[src/rtl/soc_io_bus_pkg.sv]
// -----------------------------------------------------------------------------
// soc_io_bus_pkg
// Shared definitions for the memory-mapped I/O interconnect:
//   - bus_state_t        : transaction FSM encoding (IDLE / ACCESS / RESP)
//   - ERR_*_BIT          : bit positions inside err_sticky
//   - DEF_IO_BASE/END    : default inclusive I/O window
//   - timeout_cnt_width  : width of the saturating per-access wait counter
// -----------------------------------------------------------------------------
package soc_io_bus_pkg;

    typedef enum logic [1:0] {
        ST_IDLE   = 2'd0,
        ST_ACCESS = 2'd1,
        ST_RESP   = 2'd2
    } bus_state_t;

    localparam int unsigned ERR_TIMEOUT_BIT = 0;
    localparam int unsigned ERR_FAULT_BIT   = 1;

    localparam logic [31:0] DEF_IO_BASE = 32'h1000_0000;
    localparam logic [31:0] DEF_IO_END  = 32'h1200_0000;

    // clog2(cycles+1), never narrower than one bit so a disabled timeout
    // (cycles == 0) still yields a legal vector.
    function automatic int unsigned timeout_cnt_width(input int unsigned cycles);
        int unsigned w;
        w = $clog2(cycles + 1);
        return (w < 1) ? 1 : w;
    endfunction

endpackage

[src/rtl/soc_io_addr_decoder.sv]
// -----------------------------------------------------------------------------
// soc_io_addr_decoder
// Purely combinational base/mask address decoder with lowest-index priority.
// Shared between the CPU port and the future DMA port.
// Ports:
//   addr       in   ADDR_WIDTH  address to decode
//   hit        out  NUM_SLAVES  one-hot match (lowest matching channel only)
//   any_hit    out  1           at least one channel matched
//   in_window  out  1           addr lies inside [IO_BASE, IO_END]
// -----------------------------------------------------------------------------
module soc_io_addr_decoder
    import soc_io_bus_pkg::*;
#(
    parameter int unsigned                        NUM_SLAVES = 8,
    parameter int unsigned                        ADDR_WIDTH = 32,
    parameter logic [NUM_SLAVES*ADDR_WIDTH-1:0]   SLAVE_BASE = '0,
    parameter logic [NUM_SLAVES*ADDR_WIDTH-1:0]   SLAVE_MASK = '0,
    parameter logic [ADDR_WIDTH-1:0]              IO_BASE    = DEF_IO_BASE,
    parameter logic [ADDR_WIDTH-1:0]              IO_END     = DEF_IO_END
) (
    input  logic [ADDR_WIDTH-1:0] addr,
    output logic [NUM_SLAVES-1:0] hit,
    output logic                  any_hit,
    output logic                  in_window
);

    always_comb begin
        hit     = '0;
        any_hit = 1'b0;
        for (int unsigned i = 0; i < NUM_SLAVES; i++) begin
            if (!any_hit &&
                ((addr & SLAVE_MASK[i*ADDR_WIDTH +: ADDR_WIDTH]) ==
                 SLAVE_BASE[i*ADDR_WIDTH +: ADDR_WIDTH])) begin
                hit[i]  = 1'b1;
                any_hit = 1'b1;
            end
        end
    end

    assign in_window = (addr >= IO_BASE) && (addr <= IO_END);

endmodule

[src/rtl/soc_io_bus.sv]
// -----------------------------------------------------------------------------
// soc_io_bus
// Memory-mapped I/O interconnect between the CPU data port and NUM_SLAVES
// peripherals. One outstanding transaction, registered read data, per-access
// timeout, access-fault reporting outside the I/O window, sticky error bits.
// Ports:
//   clk, rst                 clock, asynchronous active-high reset
//   cpu_valid/addr/wstrb/wdata  CPU request (wstrb == 0 means read)
//   cpu_ready/rdata/fault    single-cycle response
//   s_valid                  one-hot request strobe to the slaves
//   s_addr/s_wstrb/s_wdata   latched request, broadcast to all slaves
//   s_ready, s_rdata         per-slave completion pulse and flattened read data
//   err_sticky, err_clr      {fault seen, timeout seen}; err_clr clears both
// -----------------------------------------------------------------------------
module soc_io_bus
    import soc_io_bus_pkg::*;
#(
    parameter int unsigned                        NUM_SLAVES     = 8,
    parameter int unsigned                        ADDR_WIDTH     = 32,
    parameter int unsigned                        DATA_WIDTH     = 32,
    parameter logic [NUM_SLAVES*ADDR_WIDTH-1:0]   SLAVE_BASE     = '0,
    parameter logic [NUM_SLAVES*ADDR_WIDTH-1:0]   SLAVE_MASK     = '0,
    parameter logic [ADDR_WIDTH-1:0]              IO_BASE        = DEF_IO_BASE,
    parameter logic [ADDR_WIDTH-1:0]              IO_END         = DEF_IO_END,
    parameter int unsigned                        TIMEOUT_CYCLES = 255
) (
    input  logic                             clk,
    input  logic                             rst,
    input  logic                             cpu_valid,
    input  logic [ADDR_WIDTH-1:0]            cpu_addr,
    input  logic [DATA_WIDTH/8-1:0]          cpu_wstrb,
    input  logic [DATA_WIDTH-1:0]            cpu_wdata,
    output logic                             cpu_ready,
    output logic [DATA_WIDTH-1:0]            cpu_rdata,
    output logic                             cpu_fault,
    output logic [NUM_SLAVES-1:0]            s_valid,
    output logic [ADDR_WIDTH-1:0]            s_addr,
    output logic [DATA_WIDTH/8-1:0]          s_wstrb,
    output logic [DATA_WIDTH-1:0]            s_wdata,
    input  logic [NUM_SLAVES-1:0]            s_ready,
    input  logic [NUM_SLAVES*DATA_WIDTH-1:0] s_rdata,
    output logic [1:0]                       err_sticky,
    input  logic                             err_clr
);

    localparam int unsigned CNT_W      = timeout_cnt_width(TIMEOUT_CYCLES);
    localparam bit          TIMEOUT_EN = (TIMEOUT_CYCLES != 0);
    // The counter holds the number of ACCESS cycles already completed, so the
    // last permitted cycle is the one in which it reads TIMEOUT_CYCLES-1.
    localparam logic [CNT_W-1:0] CNT_LAST =
        CNT_W'((TIMEOUT_CYCLES == 0) ? 0 : TIMEOUT_CYCLES - 1);

    bus_state_t              state_q, state_d;
    logic [NUM_SLAVES-1:0]   hit, sel_q;
    logic                    any_hit, in_window;
    logic                    accept, slave_done, timeout_hit;
    logic                    sel_ready;
    logic [DATA_WIDTH-1:0]   sel_rdata;
    logic [CNT_W-1:0]        cnt_q;
    logic                    fault_q;
    logic [DATA_WIDTH-1:0]   rdata_q;
    logic [1:0]              err_q, err_d;

    soc_io_addr_decoder #(
        .NUM_SLAVES (NUM_SLAVES),
        .ADDR_WIDTH (ADDR_WIDTH),
        .SLAVE_BASE (SLAVE_BASE),
        .SLAVE_MASK (SLAVE_MASK),
        .IO_BASE    (IO_BASE),
        .IO_END     (IO_END)
    ) u_decoder (
        .addr      (cpu_addr),
        .hit       (hit),
        .any_hit   (any_hit),
        .in_window (in_window)
    );

    // Only the selected channel's ready/data are observed.
    assign sel_ready = |(s_ready & sel_q);

    always_comb begin
        sel_rdata = '0;
        for (int unsigned i = 0; i < NUM_SLAVES; i++) begin
            if (sel_q[i]) begin
                sel_rdata = sel_rdata | s_rdata[i*DATA_WIDTH +: DATA_WIDTH];
            end
        end
    end

    // ---------------- FSM ----------------
    always_ff @(posedge clk or posedge rst) begin
        if (rst) begin
            state_q <= ST_IDLE;
        end else begin
            state_q <= state_d;
        end
    end

    always_comb begin
        state_d     = state_q;
        accept      = 1'b0;
        slave_done  = 1'b0;
        timeout_hit = 1'b0;
        unique case (state_q)
            ST_IDLE: begin
                if (cpu_valid) begin
                    accept  = 1'b1;
                    state_d = any_hit ? ST_ACCESS : ST_RESP;
                end
            end
            ST_ACCESS: begin
                // Ready takes precedence over a timeout in the same cycle.
                if (sel_ready) begin
                    slave_done = 1'b1;
                    state_d    = ST_RESP;
                end else if (TIMEOUT_EN && (cnt_q == CNT_LAST)) begin
                    timeout_hit = 1'b1;
                    state_d     = ST_RESP;
                end
            end
            ST_RESP: begin
                state_d = ST_IDLE;
            end
            default: begin
                state_d = ST_IDLE;
            end
        endcase
    end

    // ---------------- Datapath ----------------
    always_ff @(posedge clk or posedge rst) begin
        if (rst) begin
            s_addr  <= '0;
            s_wstrb <= '0;
            s_wdata <= '0;
            sel_q   <= '0;
            fault_q <= 1'b0;
            rdata_q <= '0;
            cnt_q   <= '0;
        end else begin
            if (accept) begin
                s_addr  <= cpu_addr;
                s_wstrb <= cpu_wstrb;
                s_wdata <= cpu_wdata;
                sel_q   <= hit;
                fault_q <= !any_hit && !in_window;
                rdata_q <= '0;
                cnt_q   <= '0;
            end else if (state_q == ST_ACCESS) begin
                if (cnt_q != '1) begin
                    cnt_q <= cnt_q + 1'b1;
                end
                if (slave_done) begin
                    rdata_q <= (|s_wstrb) ? '0 : sel_rdata;
                    fault_q <= 1'b0;
                end else if (timeout_hit) begin
                    rdata_q <= '0;
                    fault_q <= 1'b1;
                end
            end
        end
    end

    // Clear first, then apply same-cycle sets so a set wins over err_clr.
    always_comb begin
        err_d = err_clr ? 2'b00 : err_q;
        if (timeout_hit) begin
            err_d[ERR_TIMEOUT_BIT] = 1'b1;
        end
        if ((state_q == ST_RESP) && fault_q) begin
            err_d[ERR_FAULT_BIT] = 1'b1;
        end
    end

    always_ff @(posedge clk or posedge rst) begin
        if (rst) begin
            err_q <= '0;
        end else begin
            err_q <= err_d;
        end
    end

    // ---------------- Outputs ----------------
    assign s_valid    = (state_q == ST_ACCESS) ? sel_q : '0;
    assign cpu_ready  = (state_q == ST_RESP);
    assign cpu_fault  = cpu_ready & fault_q;
    assign cpu_rdata  = rdata_q;
    assign err_sticky = err_q;

endmodule

[config.mk]
export PLATFORM = sky130hd
export DESIGN_NAME = soc_io_bus
export DESIGN_NICKNAME = d
export VERILOG_FILES = /design/src/rtl/soc_io_bus_pkg.sv /design/src/rtl/soc_io_addr_decoder.sv /design/src/rtl/soc_io_bus.sv
export SDC_FILE = /design/constraint.sdc
export NUM_CORES = 1
export LEC_CHECK = 0
export CAP_MARGIN = 5
export CORE_AREA = 10 10 165 167
export CTS_CLUSTER_SIZE = 16
export DETAILED_ROUTE_END_ITERATION = 8
export DIE_AREA = 0 0 175 177
export SLEW_MARGIN = 20
export SYNTH_ARGS = -nofsm -noshare
export SYNTH_HDL_FRONTEND = slang
export SYNTH_SLANG_ARGS = --single-unit
[constraint.sdc]
create_clock -name clk -period 3.55 [get_ports clk]
set_clock_uncertainty 0.05 [all_clocks]
set_input_delay 0.71 -clock clk [delete_from_list [all_inputs] [get_ports clk]]
set_output_delay 0.71 -clock clk [all_outputs]
set_load 0.02 [all_outputs]
==> results of run 1 <==
## placed cells by master, fill, tap and decap left out, types with 2 or more instances in the layout
cell,instances
o221ai_1,33
a211oi_1,2
inv_1,37
clkbuf_8,2
nand2b_1,4
nand3_1,67
a21oi_1,2
nor2b_1,3
nor2_1,2
clkbuf_16,17
and2_1,4
bufinv_16,2
inv_6,3
conb_1,7
nand4_1,2
a2111oi_1,2
nor4_1,3
mux2i_1,2
nor3_1,3
clkdlybuf4s50_1,209
ha_1,2
clkinv_4,6
dfrtp_1,114
buf_12,3
clkinvlp_4,2
a31oi_1,2
buf_4,7
nand2_1,212
## sequential cells by signal (all words and copies together) (netlist names)
register / count
cpu_rdata: 32
s_addr: 32
s_wdata: 32
cnt_q: 8
s_wstrb: 4
err_sticky: 2
state_q: 2
fault_q: 1
sel_q: 1
## area by class of cell
type | instances | area (sq um)
clock buffer | 19 | 453
fill | 2498 | 15900
clock inverter | 13 | 151
timing repair buffer | 219 | 2200
tap | 324 | 405
multi-input combinational | 371 | 1840
inverter | 38 | 146
sequential | 114 | 2850
## kinds of logic (layout without fill, tap and decap cells)
group / after synthesis / after routing / synth area share
buf+inv: 84 / 289 / 0.0812
simple gates: 309 / 309 / 0.261
flops: 114 / 114 / 0.563
fa+ha+maj: 2 / 2 / 0.00494
other cells: 1 / 7 / 0.000740
mux: 2 / 2 / 0.00395
compound gates: 51 / 51 / 0.0857
## routing by layer
layer,part of all wire,wire [microns],global-route usage
met1,0.43,7420,0.134
met2,0.45,7790,0.170
met3,0.11,1900,0.0629
met4,0.013,218,0.0350
met5,0.00046,8,0
## through the flow
stage / power (mW) / hold WS (ns) / util / area (sq um)
finish: 6.85 / 0.419 / 0.336 / 8050
global route: 7.31 / 0.441 / 0.336 / 8050
CTS: 6.98 / 0.427 / 0.336 / 8050
detailed placement: 5.15 / 0.411 / 0.311 / 7450
global placement: 5.11 / 0.407 / 0.311 / 7450
floorplan: 3.64 / 0.420 / - / 5090
## worst max-delay path, cell delays in order, from the launching register on
cell             delay, ns
dfrtp_1               0.58
nor2b_1               0.18
buf_4                 0.15
and2_1                0.13
clkdlybuf4s50_1       0.66
## power groups by stage
stage	Clock (mW)	Combinational [mW]	Sequential, mW
floorplan	0	0.820	2.82
global placement	0	2.92	2.20
CTS	1.82	2.93	2.22
global route	1.89	3.13	2.30
detailed placement	0	2.92	2.23
finish	1.76	2.88	2.22
## path summary, 6_finish.rpt
kind / startpoint / to / slack, ns
worst max register to register: state_q[0] / cpu_rdata[2] / 1.45
max in group asynchronous: rst / cpu_rdata[10] / 2.32
worst min register to register: s_addr[4] / s_addr[4] / 0.42
worst min-delay path: s_addr[4] / s_addr[4] / 0.42
min in group asynchronous: rst / s_wdata[15] / 0.71
worst max-delay path: state_q[0] / s_valid[0] / 0.66
==> key figures, run 1 <==
Cells and area
  • # nets final: 1099
  • Antenna cells: 0
  • Final instance count without filler cells: 1098
  • Share of cells above drive strength 1: 0.0646
  • Area Growth Syn to Fin: 58.8%

Worst setup path
  • WP data arrival: 2.13 ns
  • WS Path Type: reg2out
  • Critical Path RT: 2.79 ns
  • Crit path launch type: register
  • R2R depth: 4
  • Critical Path End Type: output pin
  • Crit Path Max Fanout: 12

Die
  • Total core area: 24000 sq um
  • Site Rows: 57
  • Starting density of the core: 0.212
  • Die X-Extent: 175 microns
  • Chip height: 177 microns
  • Die footprint: 31000 sq um
  • Top Ports: 448

Timing
  • Crit path time final: 2.89 ns
  • Final setup vio count: 0
  • Number of hold violations in the final report: 0
  • Max_slew headroom: 0.346
  • Final worst-path cycle share: 0.814
  • Final setup margin: 0.661 ns
  • Worst-Margin Slew: 0.981 ns
  • F_max: 0.346 GHz
  • Setup TNS: 0 ns
  • Pins over their slew limit: 0
  • RSZ-0062 raised after global routing: false

Clock network
  • CTS tree: done
  • Clock sinks: 114
  • Hold buffer count at cts: 0
  • Clk pin slew, worst setup/hold paths: 0.06 ns
  • CTS Buf Count: 17
  • Clk_lat worst skew: 0.42 ns
  • Clock buffer depth: 2
  • Setup Fix Bufs, Post-CTS: 0
  • Post-cts sizing count: 0
  • H-tree depth: 4
  • CTS root buf: clkbuf_16

Pwr
  • Switch Pwr: 2.61 mW
  • P_int: 4.24 mW
  • Reg power frac: 0.323
  • PwrDens: 851 nW/um^2
  • Pleak: 3.66 nW
  • Worst vdd ir: 0.000311 V
  • Sw Ratio: 0.381
  • Clock power share: 0.257
  • Combinational share of power: 0.420

GRT
  • Initial antenna violation count: 1
  • First-pass GRT wire length: 27700 microns
  • Overflow left after global routing: 0
  • Pin count of the biggest net entering global routing: 85
  • All-Layer GR Usage: 0.113
  • Number of global-route vias before repair: 4777

Logic synthesis
  • Cell taking the most area after synthesis: dfrtp_1
  • Yosys cell types: 42
  • Seq/Total Area, Yosys: 0.563
  • Share of async-settable or async-resettable flops after synthesis: 1.00
  • Synth top area cells: dfrtp_1 (56%), nand2_1 (16%), nand3_1 (6.6%)
  • Share of the synthesized area in the top cell type: 0.563
  • Yosys warning count: 0
  • Most numerous cell in the Yosys netlist: nand2_1
  • Ys flop type: dfrtp_1
  • Number of synthesized flops with an enable pin: 0
  • Syn Area/Cell: 9.00 sq um
  • Synth top cells by count: nand2_1 (212), dfrtp_1 (114), nand3_1 (67)
  • Number of synthesized register bits: 114
  • Mapped Area: 5070 sq um
  • Post-Synthesis Cells: 563

Status
  • Status: completed

Placed design
  • GPL Wtd Cong: 0.749
  • Placed cell count: 1066
  • Port buffer count: 209
  • HPWL after detailed placement: 12000 microns
  • Pre-CTS worst setup slack: 0.826 ns

Drt
  • Drt drc: 0
  • DR vias/cell: 4.21
  • Drt pass-1 iters: 5
  • Antenna viol nets, final: 0
  • Starting DRT DRC Count: 337
  • Detailed Route WL: 17300 microns
  • Drt wl/cell: 15.8 microns
  • Via count: 4618

Run
  • Maxcap violations: 0

Hold path
  • Min-Delay Path Class: reg2reg
  • Hold Crit Depth: 2
Note: power is estimated with default switching activity, not from simulation.
==> run 2, diff against run 1 <==
==> constraint.sdc (replaced) <==
create_clock -name clk -period 2.3 [get_ports clk]
set_clock_uncertainty 0.05 [all_clocks]
set_input_delay 0.46 -clock clk [delete_from_list [all_inputs] [get_ports clk]]
set_output_delay 0.46 -clock clk [all_outputs]
set_load 0.02 [all_outputs]
==> run 2 against run 1 <==
Setup slack got worse by 0.50 ns. Critical path depth fell by 1. Sequential share of layout area fell by 0.27 points. First-iteration DRC count fell by 12%. Highest routed layer is now met4. Critical endpoint is now cpu_fault. Final cell count rose by 0.73%. Cell area rose by 0.78%. Clock power rose by 51%.
==> key figures, run 2 (synthesized netlist as in run 1, its figures left out) <==
Status
  • Status: completed

GRT
  • Pin count of the biggest net entering global routing: 82 (-3.5%)
  • All-Layer GR Usage: 0.111 (-0.00142)
  • First-pass GRT wire length: 27400 microns (-1.1%)
  • GRT met2 Usage: 0.168 (-0.00256)
  • Initial antenna violation count: 0 (-1)
  • Overflow left after global routing: 0 (unchanged)
  • Number of global-route vias before repair: 4721 (-1.2%)
  • GR Util met3: 0.0593 (-0.00363)
  • Most Crowded Layer GR: met2
  • Met1 Usage GRT: 0.137 (+0.00249)

Worst setup path
  • Critical Path End Type: output pin
  • R2R depth: 4 (unchanged)
  • WP data arrival: 1.63 ns (-0.50 ns)
  • Crit path launch type: register
  • Crit Path Max Fanout: 8 (-4)
  • Critical Path RT: 1.79 ns (-1.00 ns)
  • WS Path Type: reg2out
  • Reg2reg setup slack: 0.48 ns (-0.97 ns)

Hold path
  • Min-Delay Path Class: in2async

Pwr
  • Worst vdd ir: 0.000527 V (+70%)
  • Post-layout total power: 10.5 mW (+54%)
  • PwrDens: 1300 nW/um^2 (+52%)
  • Pleak: 3.69 nW (+1.1%)

Cells and area
  • # nets final: 1107 (+0.73%)
  • Most common cell after layout, fill and taps aside: nand2_1
  • Final core utilization: 0.339 (+0.00261)
  • Antenna cells: 0 (unchanged)
  • Most frequent cells in the layout: nand2_1 (212), clkdlybuf4s50_1 (206), dfrtp_1 (114)
  • Share of cells above drive strength 1: 0.0729 (+0.00829)
  • Area Growth Syn to Fin: 60.1%
  • Fill cells: 2513 (+0.60%)

Die
  • Die X-Extent: 175 microns (unchanged)
  • Starting density of the core: 0.212 (unchanged)
  • Chip height: 177 microns (unchanged)
  • Total core area: 24000 sq um (unchanged)
  • Die footprint: 31000 sq um (unchanged)
  • Top Ports: 448 (unchanged)
  • Site Rows: 57 (unchanged)

Timing
  • F_max: 0.468 GHz
  • Setup TNS: 0 ns (unchanged)
  • Number of hold violations in the final report: 0 (unchanged)
  • Crit path time final: 2.14 ns
  • Final setup margin: 0.165 ns (-0.496 ns)
  • RSZ-0062 raised after global routing: false
  • Final setup vio count: 0 (unchanged)
  • Worst-Margin Slew: 0.540 ns (-0.441 ns)
  • Max_slew headroom: 0.637 (+0.291)
  • Final worst-path cycle share: 0.928
  • Pins over their slew limit: 0 (unchanged)

Placed design
  • HPWL after detailed placement: 12100 microns (+0.73%)
  • Port buffer count: 209 (unchanged)
  • GPL Wtd Cong: 0.740 (-1.2%)
  • Pre-CTS worst setup slack: 0.187 ns (-0.639 ns)

Drt
  • Detailed Route WL: 17300 microns (-0.30%)
  • Drt pass-1 iters: 4 (-1)
  • DR vias/cell: 4.15 (-1.4%)
  • Via count: 4585 (-0.71%)
  • Drt wl/cell: 15.6 microns (-1.0%)
  • Antenna viol nets, final: 0 (unchanged)
  • Drt drc: 0 (unchanged)
  • Starting DRT DRC Count: 296 (-12%)

Clock network
  • H-tree depth: 4 (unchanged)
  • CTS tree: done
  • Clk pin slew, worst setup/hold paths: 0.06 ns (about the same)
  • Clock buffer depth: 2 (unchanged)
  • Hold buffer count at cts: 0 (unchanged)
  • Clk_lat worst skew: 0.41 ns (about the same)
  • Clock sinks: 114 (unchanged)
  • CTS root buf: clkbuf_16
  • CTS Buf Count: 17 (unchanged)

Run
  • Maxcap violations: 0 (unchanged)
-- run 2: changes by cell type in the layout (fill, tap and decap cells not counted) --
cell,delta
clkdlybuf4s50_1,-3
clkbuf_1,+1
buf_12,+2
buf_4,+6
dlygate4sd2_1,+3
clkbuf_8,-2
clkinvlp_4,+3
clkinv_4,-2
-- run 2: path summary, 6_finish.rpt --
check                                  from            end
worst max-delay path             state_q[0]      cpu_fault
max in group asynchronous               rst   cpu_rdata[3]
worst min register to register  s_wdata[24]    s_wdata[24]
min in group clk                s_wdata[24]    s_wdata[24]
worst min-delay path                    rst    s_wdata[27]
worst max register to register   s_wstrb[1]  cpu_rdata[13]
-- run 2: report_power, final --
group          internal [mW]  leakage (nW)  switching, mW
sequential              2.84          1.46          0.562
combinational           2.07          1.96           2.41
clock                   1.61         0.274           1.04
total                   6.52          3.69           4.02
-- run 2: timing repair --
action                     CTS  global route
setup endpoints to repair    3             0
resized for setup            3             0
buffers inserted             0             0
-- run 2: metal layers --
layer / wire (microns) / up-vias
met5: 0 / -
met1: 7620 / 2162
met3: 1820 / 12
met2: 7700 / 150
met4: 144 / 0
li1: - / 2261
-- run 2: area by class of cell --
| type | count | area [sq um] | share of cell area |
|---|---|---|---|
| sequential | 114 | 2850 | 0.352 |
| timing repair buffer | 227 | 2290 | 0.282 |
| multi-input combinational | 371 | 1840 | 0.226 |
| clock buffer | 18 | 429 | 0.0529 |
| tap | 324 | 405 | 0.0500 |
| clock inverter | 14 | 156 | 0.0193 |
| inverter | 38 | 146 | 0.0180 |
-- run 2: worst max-delay path, cell delays in order (launching register included) --
cell,delay (ns)
dfrtp_1,0.46
nor2b_1,0.23
and2_1,0.18
dlygate4sd2_1,0.36
-- run 2: through the flow --
| stage | hold slack [ns] | area [sq um] | cells |
|---|---|---|---|
| after floorplan | 0.420 | 5090 | 569 |
| after global placement | 0.408 | 7530 | 1074 |
| after detailed placement | 0.411 | 7530 | 1074 |
| after CTS | 0.274 | 8110 | 1106 |
| after global routing | 0.287 | 8110 | 1106 |
| final | 0.287 | 8110 | 1106 |
==> run 3, diff against run 2 <==
--- a/config.mk
+++ b/config.mk
@@ -5,8 +5,10 @@
 export SDC_FILE = /design/constraint.sdc
 export NUM_CORES = 1
 export LEC_CHECK = 0
+export ABC_AREA = 0
 export CAP_MARGIN = 5
 export CORE_AREA = 10 10 165 167
+export CTS_BUF_LIST = sky130_fd_sc_hd__clkbuf_8
 export CTS_CLUSTER_SIZE = 16
 export DETAILED_ROUTE_END_ITERATION = 8
 export DIE_AREA = 0 0 175 177
==> run 3 against run 2 <==
Wire length is 0.16% lower. Utilization down 0.80 points. Final cell count stayed put. First-iteration DRC count decreased by 6.4%. Register-to-register slack hardly changed. Via count decreased by 0.48%. Global-route usage hardly changed. Combinational power is essentially flat. Sequential power about the same. Setup slack improved by 0.024 ns.
==> key figures, run 3 (synthesized netlist as in run 1, its figures left out) <==
Status
  • Status: completed

Die
  • Site Rows: 57 (unchanged)
  • Top Ports: 448 (unchanged)
  • Die footprint: 31000 sq um (unchanged)
  • Starting density of the core: 0.212 (unchanged)
  • Die X-Extent: 175 microns (unchanged)
  • Chip height: 177 microns (unchanged)
  • Total core area: 24000 sq um (unchanged)

Clock network
  • Hold buffer count at cts: 0 (unchanged)
  • Clk_lat worst skew: 0.43 ns (+0.02 ns)
  • Setup Fix Bufs, Post-CTS: 0 (unchanged)
  • CTS tree: done
  • CTS Buf Count: 17 (unchanged)
  • Clk pin slew, worst setup/hold paths: 0.08 ns (+0.02 ns)
  • CTS root buf: clkbuf_8
  • Clock buffer depth: 2 (unchanged)
  • Post-cts sizing count: 3 (unchanged)
  • Clock sinks: 114 (unchanged)
  • H-tree depth: 4 (unchanged)

Timing
  • Final setup vio count: 0 (unchanged)
  • Setup TNS: 0 ns (unchanged)
  • Worst-Margin Slew: 0.541 ns (+0.00115 ns)
  • Pins over their slew limit: 0 (unchanged)
  • Final worst-path cycle share: 0.918 (-0.0103)
  • Final setup margin: 0.188 ns (+0.0236 ns)
  • F_max: 0.474 GHz (+1.1%)
  • RSZ-0062 raised after global routing: false
  • Number of hold violations in the final report: 0 (unchanged)
  • Crit path time final: 2.11 ns (-0.0236 ns)
  • Max_slew headroom: 0.636 (-0.000777)

Drt
  • Drt wl/cell: 15.6 microns (-0.16%)
  • DR vias/cell: 4.13 (-0.48%)
  • Antenna viol nets, final: 0 (unchanged)
  • Starting DRT DRC Count: 277 (-6.4%)
  • Drt pass-1 iters: 4 (unchanged)
  • Drt drc: 0 (unchanged)
  • Detailed Route WL: 17300 microns (-0.16%)
  • Via count: 4563 (-0.48%)

Cells and area
  • Most common cell after layout, fill and taps aside: nand2_1
  • Most frequent cells in the layout: nand2_1 (212), clkdlybuf4s50_1 (206), dfrtp_1 (114)
  • Fill cells: 2518 (+0.20%)
  • Antenna cells: 0 (unchanged)
  • # nets final: 1107 (unchanged)
  • Share of cells above drive strength 1: 0.0754 (+0.00256)
  • Fin area: 7920 sq um (-2.4%)
  • Final core utilization: 0.331 (-0.00804)
  • Area Growth Syn to Fin: 56.3%

Worst setup path
  • Crit path launch type: register
  • Critical Path End Type: output pin
  • Critical Path RT: 1.79 ns (about the same)
  • WS Path Type: reg2out
  • WP data arrival: 1.60 ns (-0.03 ns)
  • Crit Path Max Fanout: 8 (unchanged)

Placed design
  • Port buffer count: 209 (unchanged)
  • DP Area: 7530 sq um (unchanged)
  • Pre-CTS worst setup slack: 0.187 ns (unchanged)
  • HPWL after detailed placement: 12100 microns (unchanged)
  • GPL Wtd Cong: 0.740 (unchanged)

GRT
  • First-pass GRT wire length: 27400 microns (-0.18%)
  • Initial antenna violation count: 0 (unchanged)
  • Pin count of the biggest net entering global routing: 82 (unchanged)
  • All-Layer GR Usage: 0.111 (about the same)
  • Number of global-route vias before repair: 4726 (+0.11%)
  • Overflow left after global routing: 0 (unchanged)

Pwr
  • Worst vdd ir: 0.000496 V (-5.8%)
  • PwrDens: 1240 nW/um^2 (-4.7%)
  • Pleak: 3.61 nW (-2.3%)
  • Post-layout total power: 9.79 mW (-7.0%)

Hold path
  • Min-Delay Path Class: in2async

Run
  • Maxcap violations: 0 (unchanged)
run 3: stage by stage:
step | std cells | hold slack (ns)
after global routing | 1106 | 0.231
after floorplan | 569 | 0.420
after CTS | 1106 | 0.223
final | 1106 | 0.264
after global placement | 1074 | 0.408
after detailed placement | 1074 | 0.411
run 3: power by group:
| part | internal [mW] | switching [mW] |
|---|---|---|
| sequential | 2.83 | 0.562 |
| combinational | 2.07 | 2.41 |
| clock | 0.971 | 0.952 |
run 3: area by class of cell:
cell class                      instances  area (sq um)  share of cell area
Sequential cell                       114          2850               0.360
Timing Repair Buffer                  227          2280               0.288
Multi-Input combinational cell        371          1840               0.232
Tap cell                              324           405              0.0512
Clock buffer                           17           234              0.0295
Clock inverter                         15           160              0.0202
Inverter                               38           146              0.0185
run 3: worst paths after layout:
kind / depth (start not counted) / endpoint / startpoint / slack [ns]
min in group clk: 2 / s_wdata[24] / s_wdata[24] / 0.42
hold / removal: 2 / s_addr[5] / rst / 0.26
max in group asynchronous: 3 / cnt_q[6] / rst / 1.34
setup / recovery: 3 / cpu_fault / state_q[0] / 0.19
hold reg to reg: 2 / s_wdata[24] / s_wdata[24] / 0.42
setup reg to reg: 5 / cpu_rdata[27] / state_q[0] / 0.49
run 3: critical path, stage by stage (launching register included):
cell and delay (ns):
dfrtp_1 0.47, nor2b_2 0.18, and2_1 0.16, dlygate4sd2_1 0.36
run 3: routing by layer:
layer	up-vias	track usage	share of wire
li1	2258	-	-
met1	2152	0.136	0.44
met2	144	0.167	0.45
met3	9	0.0625	0.11
met4	0	0.0265	0.0053
met5	-	0	0
